**src/rtl/delayed_resp_tracker_if.sv**
```systemverilog
// Handshake bundle between the MMIO write path, the fabric port and the delayed-register sync stage.
// slave = tracker side, master = the environment that drives pushes and fabric responses.
interface delayed_resp_tracker_if #(
  parameter int DATA_W = 64,
  parameter int DEPTH  = 4
);
  localparam int PC_W = $clog2(DEPTH) + 1;

  logic              req_push;
  logic [DATA_W-1:0] req_data;
  logic              req_full;
  logic              fab_req_valid;
  logic              fab_req_ready;
  logic [DATA_W-1:0] fab_req_data;
  logic              fab_resp_valid;
  logic              delayed_valid;
  logic [DATA_W-1:0] delayed_data;
  logic              timeout_err;
  logic              ovf_err;
  logic [PC_W-1:0]   pending_cnt;

  modport slave (
    input  req_push, req_data, fab_req_ready, fab_resp_valid,
    output req_full, fab_req_valid, fab_req_data, delayed_valid, delayed_data,
           timeout_err, ovf_err, pending_cnt
  );

  modport master (
    output req_push, req_data, fab_req_ready, fab_resp_valid,
    input  req_full, fab_req_valid, fab_req_data, delayed_valid, delayed_data,
           timeout_err, ovf_err, pending_cnt
  );
endinterface

```
**src/rtl/delayed_resp_tracker.sv**
```systemverilog
// Queues delayed MMIO writes, issues them one at a time, pulses delayed_valid 1 cycle after response/timeout.
// Push->fab_req_valid >= 2 cycles; pushes while full are dropped (ovf_err). Perf counters: DELAYED_TRACKER_PERF_EN.
module delayed_resp_tracker #(
  parameter int DATA_W  = 64,
  parameter int DEPTH   = 4,
  parameter int TIMEOUT = 1023,
  parameter int CNT_W   = 10
) (
  input  logic                  clk,
  input  logic                  resetn,
  delayed_resp_tracker_if.slave bus
`ifdef DELAYED_TRACKER_PERF_EN
  ,
  output logic [31:0]           perf_done_cnt,
  output logic [CNT_W-1:0]      perf_max_lat
`endif
);
  localparam int AW   = $clog2(DEPTH);
  localparam int PC_W = AW + 1;
  localparam logic [CNT_W-1:0] TO_VAL = CNT_W'(TIMEOUT);

  typedef enum logic [1:0] {ST_IDLE, ST_ISSUE, ST_WAIT, ST_DONE} state_t;

  state_t            r_state;
  state_t            w_state_nxt;
  logic [AW:0]       r_wr_ptr;
  logic [AW:0]       r_rd_ptr;
  logic [DATA_W-1:0] r_mem [DEPTH];
  logic [CNT_W-1:0]  r_cnt;
  logic              r_timeout_err;
  logic              r_ovf_err;

  logic [PC_W-1:0]   w_pending;
  logic              w_full;
  logic              w_push_ok;
  logic [DATA_W-1:0] w_head;
  logic [CNT_W-1:0]  w_cnt_inc;
  logic              w_to_hit;
  logic              w_fab_vld;
  logic              w_dly_vld;
  logic              w_accept;
  logic              w_to_retire;

  // Extra pointer bit distinguishes full from empty; difference is the occupancy.
  assign w_pending = r_wr_ptr - r_rd_ptr;
  assign w_full    = (w_pending == PC_W'(DEPTH));
  assign w_push_ok = bus.req_push && !w_full;
  assign w_head    = r_mem[r_rd_ptr[AW-1:0]];
  assign w_cnt_inc = r_cnt + 1'b1;
  assign w_to_hit  = (w_cnt_inc == TO_VAL);

  always_ff @(posedge clk) begin
    if (w_push_ok) begin
      r_mem[r_wr_ptr[AW-1:0]] <= bus.req_data;
    end
  end

  always_ff @(posedge clk or negedge resetn) begin
    if (!resetn) begin
      r_state <= ST_IDLE;
    end else begin
      r_state <= w_state_nxt;
    end
  end

  always_comb begin
    w_state_nxt = r_state;
    w_fab_vld   = 1'b0;
    w_dly_vld   = 1'b0;
    w_accept    = 1'b0;
    w_to_retire = 1'b0;
    case (r_state)
      ST_IDLE: begin
        if (w_pending != '0) w_state_nxt = ST_ISSUE;
      end
      ST_ISSUE: begin
        w_fab_vld = 1'b1;
        if (bus.fab_req_ready) begin
          w_accept    = 1'b1;
          w_state_nxt = ST_WAIT;
        end
      end
      ST_WAIT: begin
        // A response on the terminal-count cycle retires the entry cleanly.
        if (bus.fab_resp_valid) begin
          w_state_nxt = ST_DONE;
        end else if (w_to_hit) begin
          w_to_retire = 1'b1;
          w_state_nxt = ST_DONE;
        end
      end
      ST_DONE: begin
        w_dly_vld   = 1'b1;
        w_state_nxt = (w_pending > PC_W'(1)) ? ST_ISSUE : ST_IDLE;
      end
      default: w_state_nxt = ST_IDLE;
    endcase
  end

  always_ff @(posedge clk or negedge resetn) begin
    if (!resetn) begin
      r_wr_ptr      <= '0;
      r_rd_ptr      <= '0;
      r_cnt         <= '0;
      r_timeout_err <= 1'b0;
      r_ovf_err     <= 1'b0;
    end else begin
      if (w_push_ok) r_wr_ptr <= r_wr_ptr + 1'b1;
      if (w_dly_vld) r_rd_ptr <= r_rd_ptr + 1'b1;
      if (w_accept) begin
        r_cnt <= '0;
      end else if (r_state == ST_WAIT) begin
        r_cnt <= w_cnt_inc;
      end
      if (w_to_retire) r_timeout_err <= 1'b1;
      if (bus.req_push && w_full) r_ovf_err <= 1'b1;
    end
  end

  assign bus.req_full      = w_full;
  assign bus.pending_cnt   = w_pending;
  assign bus.fab_req_valid = w_fab_vld;
  assign bus.fab_req_data  = w_fab_vld ? w_head : '0;
  assign bus.delayed_valid = w_dly_vld;
  assign bus.delayed_data  = w_dly_vld ? w_head : '0;
  assign bus.timeout_err   = r_timeout_err;
  assign bus.ovf_err       = r_ovf_err;

`ifdef DELAYED_TRACKER_PERF_EN
  logic [31:0]      r_perf_done;
  logic [CNT_W-1:0] r_perf_max;

  // Latency recorded is the cycle count from accept to response.
  always_ff @(posedge clk or negedge resetn) begin
    if (!resetn) begin
      r_perf_done <= '0;
      r_perf_max  <= '0;
    end else begin
      if (w_dly_vld && (r_perf_done != 32'hFFFF_FFFF)) r_perf_done <= r_perf_done + 1'b1;
      if ((r_state == ST_WAIT) && bus.fab_resp_valid && (w_cnt_inc > r_perf_max)) begin
        r_perf_max <= w_cnt_inc;
      end
    end
  end

  assign perf_done_cnt = r_perf_done;
  assign perf_max_lat  = r_perf_max;
`endif
endmodule

```
**src/flat_wrapper.sv**
```systemverilog
// flat-port wrapper written by rule: the top's interface ports become plain ports
module delayed_resp_tracker_flat 
#(
  parameter int DATA_W  = 64,
  parameter int DEPTH   = 4,
  parameter int TIMEOUT = 1023,
  parameter int CNT_W   = 10
)
  (clk, resetn, bus_req_push, bus_req_data, bus_fab_req_ready, bus_fab_resp_valid, bus_req_full, bus_fab_req_valid, bus_fab_req_data, bus_delayed_valid, bus_delayed_data, bus_timeout_err, bus_ovf_err, bus_pending_cnt);
  delayed_resp_tracker_if #(.DATA_W(DATA_W), .DEPTH(DEPTH)) bus_i ();
  input  logic clk;
  input  logic resetn;
  input wire logic [$bits(bus_i.req_push)-1:0] bus_req_push;
  input wire logic [$bits(bus_i.req_data)-1:0] bus_req_data;
  input wire logic [$bits(bus_i.fab_req_ready)-1:0] bus_fab_req_ready;
  input wire logic [$bits(bus_i.fab_resp_valid)-1:0] bus_fab_resp_valid;
  output wire logic [$bits(bus_i.req_full)-1:0] bus_req_full;
  output wire logic [$bits(bus_i.fab_req_valid)-1:0] bus_fab_req_valid;
  output wire logic [$bits(bus_i.fab_req_data)-1:0] bus_fab_req_data;
  output wire logic [$bits(bus_i.delayed_valid)-1:0] bus_delayed_valid;
  output wire logic [$bits(bus_i.delayed_data)-1:0] bus_delayed_data;
  output wire logic [$bits(bus_i.timeout_err)-1:0] bus_timeout_err;
  output wire logic [$bits(bus_i.ovf_err)-1:0] bus_ovf_err;
  output wire logic [$bits(bus_i.pending_cnt)-1:0] bus_pending_cnt;
  assign bus_i.req_push = bus_req_push;
  assign bus_i.req_data = bus_req_data;
  assign bus_i.fab_req_ready = bus_fab_req_ready;
  assign bus_i.fab_resp_valid = bus_fab_resp_valid;
  assign bus_req_full = bus_i.req_full;
  assign bus_fab_req_valid = bus_i.fab_req_valid;
  assign bus_fab_req_data = bus_i.fab_req_data;
  assign bus_delayed_valid = bus_i.delayed_valid;
  assign bus_delayed_data = bus_i.delayed_data;
  assign bus_timeout_err = bus_i.timeout_err;
  assign bus_ovf_err = bus_i.ovf_err;
  assign bus_pending_cnt = bus_i.pending_cnt;
  delayed_resp_tracker #(.DATA_W(DATA_W), .DEPTH(DEPTH), .TIMEOUT(TIMEOUT), .CNT_W(CNT_W)) u_core (.clk(clk), .resetn(resetn), .bus(bus_i));
endmodule
```
**config.mk**
```make
export PLATFORM = sky130hd
export DESIGN_NAME = delayed_resp_tracker_flat
export DESIGN_NICKNAME = d
export VERILOG_FILES = /design/src/rtl/delayed_resp_tracker_if.sv /design/src/rtl/delayed_resp_tracker.sv /design/src/flat_wrapper.sv
export SDC_FILE = /design/constraint.sdc
export NUM_CORES = 1
export LEC_CHECK = 0
export ABC_AREA = 0
export CAP_MARGIN = 20
export CORE_ASPECT_RATIO = 0.5
export CORE_MARGIN = 2
export CORE_UTILIZATION = 50
export CTS_BUF_LIST = sky130_fd_sc_hd__clkbuf_8
export CTS_CLUSTER_DIAMETER = 40
export DETAILED_ROUTE_END_ITERATION = 7
export GPL_TIMING_DRIVEN = 0
export PLACE_DENSITY_LB_ADDON = 0.05
export SYNTH_ARGS = -nofsm -noshare
export SYNTH_HDL_FRONTEND = slang
export SYNTH_SLANG_ARGS = --single-unit
```
**constraint.sdc**
```tcl
create_clock -name clk -period 7.34 [get_ports clk]
set_input_delay 1.468 -clock clk [delete_from_list [all_inputs] [get_ports clk]]
set_output_delay 1.468 -clock clk [all_outputs]
set_load 0.01 [all_outputs]
```
[Yosys cells after proc, flatten, opt, wreduce, memory -nomap -nowiden]
Memory sizes are Yosys's and may differ from the RTL's.
Index checks and enable logic that the tools add are counted.
Word-level totals
  bits in writable memories: 256
  word-level logic and storage cells: 46
  output and inout port bits: 136
  input bits: 69
  memories kept: 1
  register bits after elaboration: 20
Operators by class
  add/sub/neg operators: 4
  reductions and logical operators: 7
  equality and inequality tests: 8
  multiplexer cells: 19
  magnitude comparators: 1
Memories
  u_core.r_mem: words 4, width 64, rd ports 1, clocked after memory_dff 0, wr ports 1, RTL line delayed_resp_tracker.sv:28  | logic [DATA_W-1:0] r_mem [DEPTH];
Operators with widths (count)
  64-bit 2-to-1 mux: 2
  10-bit 2-to-1 mux: 2
  10-bit by 1-bit adder with 10-bit output, second input constant: 1
  10-bit == test, second input constant: 1
  1-bit 2-to-1 mux: 10
  2-bit 2-to-1 mux: 4
  2-bit one-hot mux with 4 select lines: 1
  3-bit by 1-bit adder with 3-bit output, second input constant: 2
  2-bit == test, second input constant: 2
  3-bit == test, second input constant: 1
  3-bit by 1-bit > comparator with 1-bit output, second input constant: 1
  3-bit by 2-bit != test with 1-bit output, second input constant: 1
  3-bit AND reduction: 1
  3-bit nonzero test: 1
  3-bit subtractor: 1
  2-bit by 1-bit == test with 1-bit output, second input constant: 1
  1-bit logical AND: 2
  2-bit logical NOT: 1
  2-bit by 1-bit != test with 1-bit output, second input constant: 1
  2-bit != test, second input constant: 1
  2-bit nonzero test: 1
  1-bit logical NOT: 1

[Logic depth before layout (Yosys ltp)]
  depth after elaboration: 6
  depth in mapped cells: 8
  gate-level depth less buffers: 8

[Worst setup path before layout]
No wires, ideal clock.
  kind: register to register
  start point: reg u_core.r_wr_ptr[0]
  end point: mem u_core.r_mem[3][0], enable pin
  arrival: 3.488 ns
  cell stages (with the launch flop): 8
  path slack: 3.422 ns
  clock period less this slack: 3.918 ns
  library setup time: 0.430 ns
  buffers on the path: 0
  required time: 6.910 ns
  cell sequence: dfrtp_1 > inv_1 > ha_1 > fa_1 > xnor3_1 > nor3_2 > nor2b_1 > and2_1
On the way
  cells in the longest elaborated chain, start to end: 6
Ends and longest elaborated chain
  start: declaration: RTL line delayed_resp_tracker.sv:26  | logic [AW:0] r_wr_ptr;
  start signal: assignment: RTL line delayed_resp_tracker.sv:108  | if (w_push_ok) r_wr_ptr <= r_wr_ptr + 1'b1;
  3-bit subtractor: RTL line delayed_resp_tracker.sv:45  | assign w_pending = r_wr_ptr - r_rd_ptr;
  3-bit == test: RTL line delayed_resp_tracker.sv:46  | assign w_full = (w_pending == PC_W'(DEPTH));
  named net bus_req_full: RTL line flat_wrapper.sv:17  | output wire logic [$bits(bus_i.req_full)-1:0] bus_req_full;
  1-bit logical NOT: RTL line delayed_resp_tracker.sv:47  | assign w_push_ok = bus.req_push && !w_full;
  1-bit logical AND: RTL line delayed_resp_tracker.sv:47
  1-bit 2-to-1 mux: RTL line delayed_resp_tracker.sv:53  | if (w_push_ok) begin
  1-bit 2-to-1 mux (implied by the code): RTL line delayed_resp_tracker.sv:54  | r_mem[r_wr_ptr[AW-1:0]] <= bus.req_data;
  end: declaration: RTL line delayed_resp_tracker.sv:28
The timed path passes the listed nets, and every way through them passes these cells.

[Worst setup path after layout]
  start point: reg u_core.r_state[1]
  end point: out bus_fab_req_data[42]
On the way
  cells in the longest elaborated chain, start to end: 3
Ends and longest elaborated chain
  start: declaration: RTL line delayed_resp_tracker.sv:24  | state_t r_state;
  start signal: assignment: RTL line delayed_resp_tracker.sv:62  | r_state <= w_state_nxt;
  2-bit by 1-bit == test with 1-bit output: RTL line delayed_resp_tracker.sv:72  | case (r_state)
  1-bit 2-to-1 mux: RTL line delayed_resp_tracker.sv:72
  64-bit 2-to-1 mux: RTL line delayed_resp_tracker.sv:123  | assign bus.fab_req_data = w_fab_vld ? w_head : '0;
  end: declaration: RTL line flat_wrapper.sv:19  | output wire logic [$bits(bus_i.fab_req_data)-1:0] bus_fab_req_data;
No other way between the ends.

==> out/summary.txt <==
result of the run -> finished, final reports clean
mux contribution to synthesized area -> 0.129
Finished Layout Cells -> 1202
CP max-delay cell -> clkbuf_1
Routed WL -> 23.9 mm
worst min path class -> reg -> reg
TritonCTS clock tree -> done
RSZ-0062 raised after global routing -> false
# Max-Cap Violations -> 0
port bufs -> 204
clk_lat worst skew -> 0.53 ns
highest clock rate -> 210 MHz
CP bufs+invs -> 4
fraction of layout cells with a size suffix above 1 -> 0.155
drt pass-1 iters -> 5
gr usage total -> 0.202
clock buffer count from CTS -> 41
M1 WL -> 10.6 mm
Final period util -> 0.648
Post-Synth Adder-Cell Area -> 0.0160
final setup vio count -> 0
CP Launch Type -> flop
met3 WL -> 1.24 mm
sequential group share of total power -> 0.371
Core Footprint -> 22600 µm²
Max clock buf depth -> 3
DIE AREA -> 24100 µm²
most frequent cells in the layout -> edfxtp_1 (256), clkdlybuf4s50_1 (204), and2_1 (130)
most common cell after layout, fill and taps aside -> edfxtp_1
Clock Root Buffer -> clkbuf_8
Clock power frac -> 0.189
final net count -> 947
worst-margin pin slew -> 1.02 ns
Pins Over Slew Limit -> 0
Placed Cells -> 1127
Critical Path AT -> 3.29 ns
WP data required -> 5.87 ns
fillers -> 1658
largest net degree at the start of global routing -> 48
gpl congestion -> 0.798
drt initial violations -> 433
final instance area -> 14700 µm²
Switching Fraction -> 0.326
sequential element share of the synthesized area -> 0.717
Worst-path clk slew -> 0.06 ns
peak supply drop -> 0.000196 V
number of global-route vias before repair -> 6578
WL met2 -> 11.8 mm
FF+latch area -> 8190 µm²
Top Metal Used -> met4
routed via count -> 6326
Yosys warnings -> 0
Area Overhead vs Synth -> 29.0%
Final ANT Viol Nets -> 0
Syn Inst Count -> 612
DR WL/cell -> 19.9 µm
post-synthesis xor/xnor area fraction -> 0.0119
DRC -> 0
GRT Residual Overflow -> 0
Initial Util -> 0.504
synth unique cells -> 41
cells resized by post-CTS repair -> 0
Slowest Stage Delay on Critical Path -> 0.77 ns
pwr dens -> 414 nW/µm²
largest family of logic cells by synthesized area -> multiplexers
Period minus WS final -> 4.75 ns
Crit Path Max Fanout -> 10
hold slack -> 0.461 ns
Lkg Pwr -> 5.05 nW
most frequent CP cell -> clkbuf_1
Post-DP Area -> 14000 µm²
Worst slew margin -> 0.320
Mean Syn Cell Area -> 18.7 µm²
setup TNS -> 0 ns
initial antenna violation count -> 1
Die Ht -> 111 µm
Clock Sinks -> 276
synthesized area -> 11400 µm²
Multi-input gate area -> 3060 µm²
Die W -> 218 µm
I/O Pins -> 205
Post-CTS Setup Inserts -> 0
CP endpoint kind -> output port
H-Tree Depth -> 2
Switch Pwr -> 1.99 mW
first-pass GRT wire length -> 36.7 mm
clock skew -> 0.0156 ns
#FFs+latches synth -> 276
CP cell instances -> inv_1, ha_1, clkbuf_1, clkbuf_1, and2_1, clkdlybuf4s50_1
Logic pwr share -> 0.441
hpwl dp -> 15.1 mm
Synthesized Nets -> 695
Placement Rows -> 39
vias per cell -> 5.26
Int Power -> 4.11 mW
Simple-Gate Fraction of Synth Area -> 0.0946
crit-path leading delay family -> buffers and inverters
Compound-Gate Fraction of Synth Area -> 0.0157
CP Class -> reg -> out
final hold violations -> 0
hold buffers post-CTS -> 0
-- per-stage QoR --
stage / setup WS [ns] / util / power [mW]
2_1_floorplan: 3.42 / - / 3.76
3_3_place_gp: 1.70 / 0.612 / 4.96
3_5_place_dp: 3.09 / 0.617 / 5.02
4_1_cts: 2.49 / 0.650 / 6.19
5_1_grt: 2.35 / 0.651 / 6.45
6_report: 2.59 / 0.651 / 6.10
-- cells by family (layout without fill, tap and decap cells) --
group | Yosys count | in the layout
xor gates and xnor gates | 14 | 14
muxes | 67 | 67
buffers and inverters | 42 | 324
and+or+nand+nor | 177 | 177
DFF | 276 | 276
adders and majority gates | 14 | 14
other | 0 | 1
AOI/OAI and AO/OA | 22 | 22
-- area by class of cell --
| cell class | count | share of cell area |
|---|---|---|
| inverters | 9 | 0.00229 |
| multi-input cells | 294 | 0.208 |
| repair buffers | 209 | 0.148 |
| plain buffers | 33 | 0.0100 |
| well taps | 307 | 0.0261 |
| clock inverters | 30 | 0.0100 |
| diodes | 1 | 0.000170 |
| clock buffers | 43 | 0.0402 |
| flip-flops and latches | 276 | 0.556 |
-- worst reg2reg max path, stage by stage, from the launching register on --
cell	delay, ns
dfrtp_1	0.38
inv_1	0.12
ha_1	0.22
fa_1	0.41
xnor3_1	0.57
nor3_2	0.13
nor2b_1	0.43
and2_4	0.56
buf_16	0.31
-- registers in the layout, indices dropped and copies added, names as in the netlist --
name,count
u_core.bus.timeout_err,1
u_core.r_wr_ptr,3
u_core.r_rd_ptr,3
u_core.r_mem,256
u_core.r_cnt,10
u_core.bus.ovf_err,1
u_core.r_state,2
-- cell usage after synthesis --
master     instances  area (µm²)
and3_1             1        6.26
o211ai_2           1        12.5
or4_1              1        7.51
and2_1           134         838
dfrtp_1           20         500
o41ai_1            2        17.5
nor2b_1            4        25.0
a211oi_1           4        30.0
nand2_1            9        33.8
o211ai_1           1        7.51
mux4_2            64        1440
clkbuf_1          24        90.1
and4_4             1        11.3
xnor3_1            1        22.5
mux2_2             2        22.5
o31ai_1            1        7.51
a41oi_2            2        32.5
inv_1              9        33.8
a2111oi_0          1        8.76
nand4_1            4        25.0
buf_6              2        22.5
o21ai_0            1        5.00
ha_1              13         163
nor3_1             1        5.00
a21oi_1            4        20.0
fa_1               1        20.0
a31oi_1            2        12.5
xnor2_1            3        26.3
a21o_1             1        7.51
xor2_1            10        87.6
nand2b_1           2        12.5
a41o_1             1        10.0
and4_1             2        17.5
edfxtp_1         256        7690
nand3_1            6        30.0
nor4_4             1        21.3
nor2_1            10        37.5
buf_2              7        35.0
nor3_2             1        10.0
mux2i_1            1        10.0
a21boi_0           1        7.51
-- final timing paths --
kind                                                startpoint                             end  slack, ns  cells past startpoint
worst min-delay path            u_core.bus.ovf_err$_DFFE_PN0P_  u_core.bus.ovf_err$_DFFE_PN0P_       0.46                      1
min in group asynchronous                               resetn     u_core.r_cnt[0]$_DFFE_PN0P_       1.25                      1
worst max-delay path             u_core.r_state[1]$_DFFE_PN0P_            bus_fab_req_data[42]       2.59                      6
worst min register to register  u_core.bus.ovf_err$_DFFE_PN0P_  u_core.bus.ovf_err$_DFFE_PN0P_       0.46                      1
worst max register to register  u_core.r_wr_ptr[0]$_DFFE_PN0N_   u_core.r_mem[3][25]$_DFFE_PP_       3.86                      8
max in group asynchronous                               resetn  u_core.r_rd_ptr[1]$_DFFE_PN0P_       5.65                      2
-- routing by layer --
metal  vias up  track usage
met5         -            0
met4         0       0.0440
met3        31       0.0464
met2       153        0.325
met1      3257        0.286
li1       2885            -
-- power groups by stage --
stage	clock, mW	sequential [mW]	combinational (mW)
2_1_floorplan	0	2.29	1.47
3_3_place_gp	0	2.32	2.64
3_5_place_dp	0	2.30	2.73
4_1_cts	1.18	2.26	2.74
5_1_grt	1.25	2.29	2.91
6_report	1.15	2.26	2.69
Power figures use the tool's default switching activity.
==> patch: new RTL, same flow settings <==
`CNT_W` is set to 10 in 2 places; all go to 20.
--- a/src/rtl/delayed_resp_tracker.sv
+++ b/src/rtl/delayed_resp_tracker.sv
@@ -6,3 +6,3 @@
   parameter int TIMEOUT = 1023,
-  parameter int CNT_W   = 10
+  parameter int CNT_W   = 20
 ) (
--- a/src/flat_wrapper.sv
+++ b/src/flat_wrapper.sv
@@ -6,3 +6,3 @@
   parameter int TIMEOUT = 1023,
-  parameter int CNT_W   = 10
+  parameter int CNT_W   = 20
 )
Formal check against the unedited RTL: same outputs for any inputs over 4 cycles, from zero or initial values and one cycle with resetn low; that may be too few to reach the edited logic, so the function may still have changed.
==> patch against the original RTL <==
Synthesized cell count is 14% higher; setup slack better by 7.1 ps; count of clock-buffer cells in the layout is 3 higher; sequential cell count is 10 higher; power is 1.8% higher; routed wire length is 7.4% higher; combinational power hardly changed; area after synthesis is 5.9% higher; maximum frequency is 0.15% higher; design area is 4.6% higher; sequential power is 2% higher; highest routed layer is now met5.
==> patch: results (changes against the original RTL) <==
.. list-table::
   :header-rows: 1

   * - Metric
     - Value
   * - Number of clock sinks
     - 286 (+3.6%)
   * - Synthesized instance count
     - 697 (+14%)
   * - CP Capture Point
     - bus_fab_req_data[50]
   * - Fraction of area in multi-input gates
     - 22.34% (+1.6 points)
   * - FF-to-FF End
     - u_core.r_mem[2][38]
   * - Vias per cell
     - 5.275 (+0.23%)
   * - Wire length of the first global-routing pass
     - 39.58 mm (+7.7%)
   * - R2R setup slack
     - 3900 ps (+40 ps)
   * - Clock tree cell share of total cell area
     - 5.032% (+0.015 points)
   * - Setup crit start
     - u_core.r_rd_ptr[0]
   * - Latest clock arrival within the worst-skew pair
     - 550 ps (+20 ps)
   * - Non-clock inverters
     - 13 (+4)
   * - DRC marker count from the first detailed-route iteration
     - 549 (+27%)
   * - Detailed-routed wire length on met2
     - 12.60 mm (+7.2%)
   * - Highest-delay cell along the critical path
     - sky130_fd_sc_hd__mux4_2
   * - Clock skew
     - 15.18 ps (-0.4104 ps)
   * - Minimum setup slack after placement
     - 3100 ps (+5.920 ps)
   * - Met3 track demand over resource in global routing
     - 4.637% (about the same)
   * - Grt met1 use
     - 28.75% (+0.15 points)
   * - Num CTS Buffers
     - 42 (+2.4%)
   * - Max rail drop VDD
     - 0.2089 mV (+6.7%)
   * - List of most frequent post-synthesis cells
     - sky130_fd_sc_hd__edfxtp_1 (256), sky130_fd_sc_hd__and2_1 (139), sky130_fd_sc_hd__mux4_2 (64), sky130_fd_sc_hd__dfrtp_1 (30), sky130_fd_sc_hd__clkbuf_1 (25)
   * - Number of cells on the worst reg-to-reg path
     - 9 (+1)
   * - Final RePlAce weighted congestion
     - 0.8348 (+4.6%)
   * - Layout clock buffers
     - 46 (+7.0%)
   * - Fraction of layout cells with a size suffix above 1
     - 15.24% (-0.31 points)
   * - Leakage dissipation
     - 5.345 nW (+5.8%)
   * - Arr. time, crit path
     - 3280 ps (about the same)
   * - DP Cell Count
     - 1220 (+8.3%)
   * - Final cell count without fillers
     - 1294 (+7.7%)
   * - Result of the run
     - finished, final reports clean
   * - Detail Route met3 WL
     - 1.149 mm (-7.3%)
   * - Overall global routing resource usage
     - 20.69% (+0.49 points)
   * - Register area
     - 8438 µm² (+3.1%)
   * - Router iterations before antenna repair
     - 4 (-1)
   * - Startpoint of the most critical register-to-register path
     - u_core.r_wr_ptr[0]
   * - Met1 Wirelength
     - 11.54 mm (+9.2%)
   * - Top metal layer carrying routed signals
     - met5
   * - Post-synthesis async set-or-reset flop share
     - 10.49% (+3.2 points)
   * - Sequential cell area fraction in the yosys report
     - 69.77% (-1.9 points)
   * - Data buffer area share
     - 15.00% (-0.79 points)
==> patch: cell types whose count changed after synthesis, sizes merged, moves of 5 or more <==
cell / change
buf: +6
xnor2: +7
dfrtp: +10
nand2: +7
xor2: +5
o21ai: +5
nor2: +13
and2: +5
nand4: +8
==> patch: power groups by stage <==
stage | combinational (W) | clock [W] | sequential, W
2_1_floorplan | 0.00145 | 0 | 0.00234
3_3_place_gp | 0.00266 | 0 | 0.00237
3_5_place_dp | 0.00274 | 0 | 0.00234
4_1_cts | 0.00275 | 0.00124 | 0.00231
5_1_grt | 0.00291 | 0.00131 | 0.00234
6_report | 0.00269 | 0.00121 | 0.00231
==> patch: worst register-to-register path, cell delays in order, from the launching register on <==
cell and delay, ps:
sky130_fd_sc_hd__dfrtp_1 390, sky130_fd_sc_hd__inv_1 120, sky130_fd_sc_hd__ha_1 210, sky130_fd_sc_hd__fa_1 370
sky130_fd_sc_hd__xor2_1 160, sky130_fd_sc_hd__xnor2_1 380, sky130_fd_sc_hd__nor3_1 140, sky130_fd_sc_hd__nor2b_1 460
sky130_fd_sc_hd__and2_4 570, sky130_fd_sc_hd__buf_16 300
==> patch: metrics by stage <==
stage | instance area, µm² | hold slack [ps] | utilization, %
2_1_floorplan | 12090 | 460.7 | -
3_3_place_gp | 14530 | 440.5 | 60.86
3_5_place_dp | 14640 | 447.0 | 61.32
4_1_cts | 15410 | 462.9 | 64.57
5_1_grt | 15410 | 492.8 | 64.57
6_report | 15420 | 459.1 | 64.58
==> patch: logic make-up (layout without fill, tap and decap cells) <==
logic type      Yosys count  count (layout)  synth area share, %
flops                   286             286                69.77
simple gates            225             225                11.17
mux                      67              67                12.19
buf+inv                  53             334                1.831
compound gates           27              27                1.717
xor+xnor                 25              25                1.810
fa+ha+maj                14              14                1.510
other cells               0               1                    0
